--- src/rtl/enable_table_loader.sv ---
// Sequencer that copies one 128-byte configuration image from the config
// store into the 512 x 2-bit address-decode enable table, LSB pair first,
// holding the CPU until a complete table has been written.
module enable_table_loader #(
    parameter int CONFIG_BITS     = 4,
    parameter int TABLE_ADDR_BITS = 9,
    parameter bit AUTO_START      = 1'b1
) (
    input  logic                       fpga_clk,
    input  logic                       reset,
    input  logic                       start,
    input  logic [CONFIG_BITS-1:0]     config_sel,
    output logic [CONFIG_BITS+6:0]     src_addr,
    output logic                       src_re,
    input  logic [7:0]                 src_data,
    output logic                       table_we,
    output logic [1:0]                 table_val,
    output logic [TABLE_ADDR_BITS-1:0] table_write_addr,
    output logic                       busy,
    output logic                       done,
    output logic                       cpu_hold
);

    typedef enum logic [2:0] {
        S_IDLE,
        S_FETCH,
        S_WAIT,
        S_WRITE,
        S_DONE
    } state_t;

    state_t                       state_q, state_d;
    logic [CONFIG_BITS-1:0]       cfg_q, cfg_d;
    logic [6:0]                   idx_q, idx_d;
    logic [1:0]                   pair_q, pair_d;
    logic [7:0]                   shift_q, shift_d;
    logic                         auto_q, auto_d;

    logic [CONFIG_BITS+6:0]       src_addr_d;
    logic                         src_re_d;
    logic                         table_we_d;
    logic [1:0]                   table_val_d;
    logic [TABLE_ADDR_BITS-1:0]   table_write_addr_d;
    logic                         busy_d;
    logic                         done_d;
    logic                         cpu_hold_d;

    // Next-state and next-output decode; outputs are computed one state
    // ahead so every port comes straight from a flop.
    always_comb begin
        state_d            = state_q;
        cfg_d              = cfg_q;
        idx_d              = idx_q;
        pair_d             = pair_q;
        shift_d            = shift_q;
        auto_d             = auto_q;
        src_addr_d         = src_addr;
        src_re_d           = 1'b0;
        table_we_d         = 1'b0;
        table_val_d        = table_val;
        table_write_addr_d = table_write_addr;
        busy_d             = busy;
        done_d             = 1'b0;
        cpu_hold_d         = cpu_hold;

        unique case (state_q)
            S_IDLE: begin
                // auto-start only applies to the first idle cycle after reset
                auto_d = 1'b0;
                if (start || auto_q) begin
                    cfg_d      = config_sel;
                    idx_d      = '0;
                    busy_d     = 1'b1;
                    cpu_hold_d = 1'b1;
                    src_re_d   = 1'b1;
                    src_addr_d = {config_sel, 7'd0};
                    state_d    = S_FETCH;
                end
            end
            S_FETCH: begin
                state_d = S_WAIT;
            end
            S_WAIT: begin
                // first pair goes out directly; the rest is shifted down
                shift_d            = {2'b00, src_data[7:2]};
                table_we_d         = 1'b1;
                table_val_d        = src_data[1:0];
                table_write_addr_d = TABLE_ADDR_BITS'({idx_q, 2'd0});
                pair_d             = 2'd0;
                state_d            = S_WRITE;
            end
            S_WRITE: begin
                if (pair_q == 2'd3) begin
                    if (idx_q == 7'd127) begin
                        done_d     = 1'b1;
                        busy_d     = 1'b0;
                        cpu_hold_d = 1'b0;
                        state_d    = S_DONE;
                    end else begin
                        idx_d      = idx_q + 7'd1;
                        src_re_d   = 1'b1;
                        src_addr_d = {cfg_q, idx_q + 7'd1};
                        state_d    = S_FETCH;
                    end
                end else begin
                    table_we_d         = 1'b1;
                    table_val_d        = shift_q[1:0];
                    shift_d            = {2'b00, shift_q[7:2]};
                    pair_d             = pair_q + 2'd1;
                    table_write_addr_d = TABLE_ADDR_BITS'({idx_q, pair_q + 2'd1});
                end
            end
            S_DONE: begin
                state_d = S_IDLE;
            end
            default: begin
                state_d = S_IDLE;
            end
        endcase
    end

    // State, datapath and output registers with synchronous reset.
    always_ff @(posedge fpga_clk) begin
        if (reset) begin
            state_q          <= S_IDLE;
            cfg_q            <= '0;
            idx_q            <= '0;
            pair_q           <= '0;
            shift_q          <= '0;
            auto_q           <= AUTO_START;
            src_addr         <= '0;
            src_re           <= 1'b0;
            table_we         <= 1'b0;
            table_val        <= '0;
            table_write_addr <= '0;
            busy             <= 1'b0;
            done             <= 1'b0;
            cpu_hold         <= 1'b1;
        end else begin
            state_q          <= state_d;
            cfg_q            <= cfg_d;
            idx_q            <= idx_d;
            pair_q           <= pair_d;
            shift_q          <= shift_d;
            auto_q           <= auto_d;
            src_addr         <= src_addr_d;
            src_re           <= src_re_d;
            table_we         <= table_we_d;
            table_val        <= table_val_d;
            table_write_addr <= table_write_addr_d;
            busy             <= busy_d;
            done             <= done_d;
            cpu_hold         <= cpu_hold_d;
        end
    end

endmodule

--- config.mk ---
export PLATFORM = sky130hd
export DESIGN_NAME = enable_table_loader
export DESIGN_NICKNAME = d
export VERILOG_FILES = /design/src/rtl/enable_table_loader.sv
export SDC_FILE = /design/constraint.sdc
export NUM_CORES = 1
export LEC_CHECK = 0
export CELL_PAD_IN_SITES_DETAIL_PLACEMENT = 1
export CELL_PAD_IN_SITES_GLOBAL_PLACEMENT = 1
export CORE_ASPECT_RATIO = 0.75
export CORE_MARGIN = 4
export CORE_UTILIZATION = 39
export CTS_CLUSTER_DIAMETER = 80
export DETAILED_ROUTE_END_ITERATION = 12
export GPL_ROUTABILITY_DRIVEN = 0
export GPL_TIMING_DRIVEN = 0
export PLACE_DENSITY = 0.89
export SYNTH_ARGS = -nofsm -noshare
export SYNTH_HDL_FRONTEND = slang
export SYNTH_SLANG_ARGS = --single-unit
export TNS_END_PERCENT = 30
--- constraint.sdc ---
create_clock -name fpga_clk -period 3.26 [get_ports fpga_clk]
set_clock_uncertainty 0.15 [all_clocks]
set_input_delay 0.652 -clock fpga_clk [delete_from_list [all_inputs] [get_ports fpga_clk]]
set_output_delay 0.652 -clock fpga_clk [all_outputs]
set_load 0.005 [all_outputs]
## Word-level counts from Yosys, hierarchy flattened

Cells that the tools add are included.

- Input bits: 15
- Flip-flop bits (word level): 52
- Logic and storage cells: 69
- Output and inout bits: 27

- Reductions and logical operators: 10
- Multiplexer cells: 31
- Equal/unequal tests: 10
- Bitwise logic cells: 2
- Add/sub/neg operators: 2

Operator list:

| operator | count |
|---|---|
| 11-bit 2-to-1 mux | 3 |
| 11-bit case mux with 2 select lines | 1 |
| 7-bit 2-to-1 mux | 3 |
| 9-bit case mux with 2 select lines | 1 |
| 8-bit case mux with 2 select lines | 1 |
| 7-bit case mux with 2 select lines | 1 |
| 3-bit case mux with 4 select lines | 1 |
| 2-bit != test (second input constant) | 5 |
| 3-bit 2-to-1 mux | 3 |
| 9-bit 2-to-1 mux | 1 |
| 1-bit 2-to-1 mux | 8 |
| 8-bit 2-to-1 mux | 1 |
| 2-bit case mux with 2 select lines | 2 |
| 4-bit AND reduction | 2 |
| 7-bit by 1-bit adder with 7-bit output (second input constant) | 1 |
| 7-bit == test (second input constant) | 1 |
| 3-bit by 2-bit == test with 1-bit output (second input constant) | 2 |
| 1-bit case mux with 2 select lines | 3 |
| 2-bit AND reduction | 3 |
| 2-bit 2-to-1 mux | 2 |
| 2-bit nonzero test | 2 |
| 3-bit by 1-bit == test with 1-bit output (second input constant) | 1 |
| 3-bit logical NOT | 1 |
| 3-bit OR reduction | 1 |
| 4 further kinds | 5 |

## Logic depth before layout (Yosys ltp)

Gate-level depths: netlist of run 1.

- Word-level depth: 4
- Depth in mapped cells: 6
- Mapped depth without buffers: 5

## Worst setup path after synthesis of run 1

Ideal clock, no wire load.

- Path type: input-to-reg
- Start: input reset
- End: register src_addr[3]
- Setup slack: 1.488 ns
- Setup time: 0.074 ns
- Buffers on the path: 1
- Arrival: 1.548 ns
- Cell stages on the path: 5
- Cells stage by stage: clkbuf_1 > and4bb_1 > o211a_1 > a41oi_1 > a31oi_1

RTL lines:

| item | RTL line | source |
|---|---|---|
| from (decl) | 10 | `input logic reset,` |
| to (signal assigned) | 146 | `src_addr <= src_addr_d;` |
| to (decl) | 13 | `output logic [CONFIG_BITS+6:0] src_addr,` |

## Final worst setup path of run 1

- Start: input start
- End: register src_addr[2]

- Word-level cells in the longest chain between the ends: 3

RTL lines:

| item | RTL line | source |
|---|---|---|
| from (decl) | 11 | `input logic start,` |
| 1-bit logical OR | 70 | `if (start \|\| auto_q) begin` |
| 2-bit != test (no line) | -- |  |
| 4-bit AND reduction (no line) | -- |  |

No other way between the ends.
A chain may end at the register's enable or synchronous reset.

==> results.cfg, run 1 <==
[pwr]
power_uw = 1181
p_per_area_mw_per_mm2 = 496.5
leakagePower_uw = 0.0009178
ir_drop_mv = 0.2521

[floorplan]
initial_utilization_pct = 40.35
dieHeight_um = 66.70
core_area_mm2 = 0.004441
std_cell_rows = 21
die-area_mm2 = 0.005754
die_w_um = 86.27
io_pins = 42

[route]
drt-wirelength-per-cell_um = 17.27
dr.pass1.iters = 4
route.vias.total = 1621
wirelength_um = 5145
ant_nets = 0
drc = 0
first_iter_violations = 50
routed_via_density = 5.440

[sta]
finalSetupTns_ns = 0
period_share_pct = 68.44
final_hold_viol_count = 0
setup_viol = 0
relSlewSlack_pct = 51.09
fmax_mhz = 448.2
worstMarginPinSlew_ns = 0.7337
slew_viol_final = 0
min_period_ns = 2.231
rsz0062_at_grt = false

[grt]
grt_use_total_pct = 19.39
grt_pass1_vias = 1666
grt_pass1_wl_um = 8445
grt_start_max_net_pins = 13
antenna_found_initial = 0
grt-ovfl-total = 0

[clocking]
cts_resized = 0
cts_sinks = 41
clock_latency_ns = 0.30
path_clk_slew_ns = 0.08
htree_levels = 2
cts_tree = built
numCtsBuffers = 5
hold_buffers = 0
cts_buffer_depth = 2
post_cts_buffers = 0
clock-root-buffer = clkbuf_8

[cells_and_area]
num_antenna_cells = 0
most-common-layout-cells = dfxtp_1, clkdlybuf4s50_1, nand2_1
layout.nets = 257
final_common_cell = dfxtp_1
drive_above_1_share_pct = 14.11
fillers = 532
synthToLayoutAreaGrowth_pct = 32.82
design_area_mm2 = 0.002380

[worst_setup_path]
cp_slowest_cell = a21oi_1
crit_family = compound AO/OA/AOI/OAI gates
crit_path_start_kind = input pin
crit_type = input pin to register
cp.required_ns = 3.32
slowest_delay_ns = 0.47
cp-end-kind = register
path_buf_inv = 1
cp.arrival_ns = 2.30
worstPathMaxFanout = 6
path_cells = clkdlybuf4s50_1 -> or2_2 -> a21oi_1 -> nand2_1 -> a31oi_1

[place]
dpl_cell_area_mm2 = 0.002263
dp_hpwl_um = 3733
io_buffers = 40

[synthesis]
syn_nets = 210
synthCells = 193
synth_area_mm2 = 0.001792
async_flop_share_pct = 0
ys.flop_type = dfxtp_1
synth_edf_count = 0
synth-seq-cells = 41
yosysUniqueCellTypes = 47
synth_area_per_cell_um2 = 9.284
yosysWarnings = 0
yosysSeqAreaShare_pct = 45.81

[worst_hold_path]
hold_path.class = register to register

[run_status]
status = completed

[job]
cap_violations = 0
[flip-flops by register name (all words and copies together) (netlist names)]
register and flops:
src_addr 11, table_write_addr 9, shift_q 6, cfg_q 4
state_q 3, table_val 2, auto_q 1, busy 1
cpu_hold 1, done 1, src_re 1, table_we 1
[metrics by stage]
stage	util [%]	std cells	hold WS, ns	setup WS [ns]
after floorplan	-	193	0.2822	1.488
after global placement	50.97	290	0.2847	0.8786
after detailed placement	50.97	290	0.2898	0.7315
after CTS	53.59	298	0.3023	1.038
after global routing	53.59	298	0.3121	0.9092
final	53.59	298	0.2980	1.029
[metal layers]
layer / routed length, µm / vias to the layer above / GRT usage (%)
met5: 0 / - / 0
met4: 74 / 0 / 8.366
met3: 290 / 9 / 4.944
met2: 2519 / 45 / 31.35
met1: 2260 / 797 / 24.53
li1: - / 770 / -
[cell families after synthesis]
kind of cell	count (synthesis)	synth area share [%]
fa+ha+maj	2	1.396
compound gates	52	20.46
flops	41	45.81
buf+inv	15	5.237
simple gates	73	21.23
mux	10	5.866
[final cells by class]
cell class                      count  area [µm²]  area share [%]
Inverter                            4       15.01          0.6309
Timing Repair Buffer               40       400.4           16.82
Clock buffer                        7       86.33           3.628
Multi-Input combinational cell    137       877.1           36.86
Clock inverter                      1       30.03           1.262
Tap cell                           57       71.32           2.997
Buffer                             11       78.83           3.312
Sequential cell                    41       820.8           34.49
[worst reg2reg max path: cells and delay by family (launching register included)]
family / cells / cell delay [ns]
flip-flops: 1 / 0.46
AND/OR/NAND/NOR: 2 / 0.35
AO/OA/AOI/OAI: 2 / 0.50
buffers and inverters: 1 / 0.24
adder cells (fa/ha/maj): 1 / 0.31
[where the power goes]
| part | internal (µW) | switching [µW] | leakage (µW) |
|---|---|---|---|
| combinational | 95.8 | 105 | 0.000525 |
| sequential | 531 | 17.2 | 0.000335 |
| clock | 250 | 183 | 0.0000585 |
[cells in the mapped netlist, types with 2 or more instances]
| library cell | number | area (µm²) |
|---|---|---|
| buf_6 | 3 | 33.78 |
| o21ai_2 | 2 | 17.52 |
| dfxtp_1 | 41 | 820.8 |
| mux2_2 | 2 | 22.52 |
| nor2_1 | 20 | 75.07 |
| and2_1 | 2 | 12.51 |
| nand3_1 | 2 | 10.01 |
| ha_1 | 2 | 25.02 |
| a211oi_1 | 2 | 15.01 |
| a211oi_2 | 8 | 100.1 |
| a21oi_1 | 22 | 110.1 |
| inv_1 | 4 | 15.01 |
| clkbuf_1 | 3 | 11.26 |
| nand2_1 | 30 | 112.6 |
| mux2i_1 | 6 | 60.06 |
| buf_4 | 4 | 30.03 |
| a31oi_1 | 4 | 25.02 |
| o21ai_0 | 5 | 25.02 |
| mux2_1 | 2 | 22.52 |
| a22oi_1 | 2 | 15.01 |
[path summary, 6_finish.rpt]
kind                              end                startpoint  cells after the start  slack (ns)
max          src_addr[2]$_SDFFE_PP0P_                     start                      5        1.03
min             cpu_hold$_SDFFE_PP1P_     cpu_hold$_SDFFE_PP1P_                      2        0.30
max reg2reg  src_addr[2]$_SDFFE_PP0P_  src_addr[1]$_SDFFE_PP0P_                      6        1.17
min reg2reg     cpu_hold$_SDFFE_PP1P_     cpu_hold$_SDFFE_PP1P_                      2        0.30
Power figures use the tool's default switching activity.
==> inputs of run 2 (changes only) <==
--- a/config.mk
+++ b/config.mk
@@ -9,12 +9,12 @@
 export CELL_PAD_IN_SITES_GLOBAL_PLACEMENT = 1
 export CORE_ASPECT_RATIO = 0.75
 export CORE_MARGIN = 4
-export CORE_UTILIZATION = 39
+export CORE_UTILIZATION = 33
 export CTS_CLUSTER_DIAMETER = 80
 export DETAILED_ROUTE_END_ITERATION = 12
 export GPL_ROUTABILITY_DRIVEN = 0
 export GPL_TIMING_DRIVEN = 0
-export PLACE_DENSITY = 0.89
+export PLACE_DENSITY = 0.8
 export SYNTH_ARGS = -nofsm -noshare
 export SYNTH_HDL_FRONTEND = slang
 export SYNTH_SLANG_ARGS = --single-unit
==> constraint.sdc (replaced) <==
create_clock -name fpga_clk -period 2 [get_ports fpga_clk]
set_clock_uncertainty 0.15 [all_clocks]
set_input_delay 0.4 -clock fpga_clk [delete_from_list [all_inputs] [get_ports fpga_clk]]
set_output_delay 0.4 -clock fpga_clk [all_outputs]
set_load 0.005 [all_outputs]
==> run 2 against run 1 <==
Net effect:
- combinational power up 57%
- hold slack gained 0.0059 ns
- critical path depth shrank 4
- design area up 0.95%
- utilization fell by 6.2 points
- register-to-register slack got worse by 1.0 ns
- non-clock buffer count unchanged
- largest cell class unchanged
- largest power group unchanged
==> results.cfg, run 2 (same netlist as run 1, synthesis figures left out) <==
[place]
io_buffers = 40
dp_hpwl_um = 3367
dpl_cell_area_mm2 = 0.002282
place_inst = 305

[clocking]
path_clk_slew_ns = 0.08
cts_sinks = 41
post_cts_buffers = 0
hold_buffers = 0
htree_levels = 2
clock-root-buffer = clkbuf_8
clock_latency_ns = 0.29
cts_resized = 2
cts_buffer_depth = 2
cts_tree = built
numCtsBuffers = 5

[worst_setup_path]
cp.required_ns = 1.45
path_buf_inv = 1
slowest_delay_ns = 0.57
worstPathMaxFanout = 8
crit_family = buffers and inverters
crit_type = register to output port
cp_slowest_cell = clkdlybuf4s50_1
cp.arrival_ns = 1.39
crit_path_start_kind = register
cp-end-kind = output port
path_cells = clkdlybuf4s50_1

[cells_and_area]
layout.nets = 257
fillers = 601
drive_above_1_share_pct = 16.18
regMostFlops = src_addr
top_regs = src_addr: 11 flops, table_write_addr: 9 flops, shift_q: 6 flops
most-common-layout-cells = clkdlybuf4s50_1, dfxtp_1, nand2_1
design_area_mm2 = 0.002402
stdcell_count = 313
synthToLayoutAreaGrowth_pct = 34.08
largest_reg_flops = 11
num_antenna_cells = 0
final_common_cell = clkdlybuf4s50_1

[pwr]
p_clk_share_pct = 30.6
pwr-share-comb_pct = 18.2
pwr-share-seq_pct = 51.3
ir_drop_mv = 0.3304
intPower_uw = 1262
p_per_area_mw_per_mm2 = 722.7
sw_frac_of_total_pct = 27.29
power_uw = 1736
leakagePower_uw = 0.0009064
p_switching_uw = 473.7

[floorplan]
io_pins = 42
die_w_um = 93.09
std_cell_rows = 22
initial_utilization_pct = 35.38
dieHeight_um = 71.81
core_area_mm2 = 0.005065
die-area_mm2 = 0.006684

[sta]
slew_viol_final = 0
holdWs_ns = 0.3039
period_share_pct = 97.22
worstMarginPinSlew_ns = 0.6763
fmax_mhz = 514.3
min_period_ns = 1.944
final_hold_viol_count = 0
setup_viol = 0
rsz0062_at_grt = false
finalSetupTns_ns = 0
relSlewSlack_pct = 54.91

[worst_hold_path]
hold_path.class = register to register

[route]
drc = 0
routed_via_density = 4.936
drt-wirelength-per-cell_um = 14.89
dr.pass1.iters = 4
route.vias.total = 1545
ant_nets = 0
wirelength_um = 4662
first_iter_violations = 64

[run_status]
status = completed

[grt]
antenna_found_initial = 0
grt_pass1_wl_um = 7852
grt_use_total_pct = 14.89
grt-ovfl-total = 0
grt_pass1_vias = 1590
grt_start_max_net_pins = 14

[job]
cap_violations = 0
run 2: cell type report:
cell class                      instances  area (µm²)  share of cell area (%)
Buffer                                 11       78.83                   3.281
Sequential cell                        41       823.3                   34.27
Clock buffer                            5       68.82                   2.865
Timing Repair Buffer                   40       400.4                   16.67
Tap cell                               72       90.09                   3.750
Inverter                                4       15.01                  0.6250
Clock inverter                          3       17.52                  0.7292
Multi-Input combinational cell        137       908.4                   37.81
run 2: routing by layer:
| metal | global-route usage (%) | vias up | wire length (µm) |
|---|---|---|---|
| li1 | - | 778 | - |
| met1 | 21.19 | 727 | 2387 |
| met2 | 22.03 | 35 | 2030 |
| met3 | 3.987 | 5 | 195 |
| met4 | 4.390 | 0 | 49 |
| met5 | 0 | - | 0 |
run 2: final timing paths:
path / start / to / slack, ns / depth (start not counted)
worst max register to register: state_q[1]$_SDFFE_PP0P_ / shift_q[4]$_SDFFE_PP0P_ / 0.12 / 5
worst min-delay path: cfg_q[2]$_SDFFE_PP0P_ / cfg_q[2]$_SDFFE_PP0P_ / 0.30 / 2
worst min register to register: cfg_q[2]$_SDFFE_PP0P_ / cfg_q[2]$_SDFFE_PP0P_ / 0.30 / 2
worst max-delay path: src_addr[2]$_SDFFE_PP0P_ / src_addr[2] / 0.06 / 1
run 2: worst reg2reg max path: cells and delay by family (launching register included):
kind,cells,cell delay [ns]
AND/OR/NAND/NOR,3,0.81
flip-flops,1,0.39
AO/OA/AOI/OAI,1,0.20
buffers and inverters,1,0.19
run 2: stage by stage:
stage | util (%) | setup slack (ns)
global placement | 45.06 | -0.1831
CTS | 46.84 | 0.03719
global route | 47.43 | 0.006288
detailed placement | 45.06 | -0.1765
floorplan | - | 0.2581
finish | 47.43 | 0.05566
run 2: power groups by stage:
stage	Clock [µW]	Sequential [µW]	Combinational, µW
finish	531	890	315
global route	590	898	350
CTS	554	890	320
detailed placement	0	909	318
global placement	0	907	312
floorplan	0	907	198
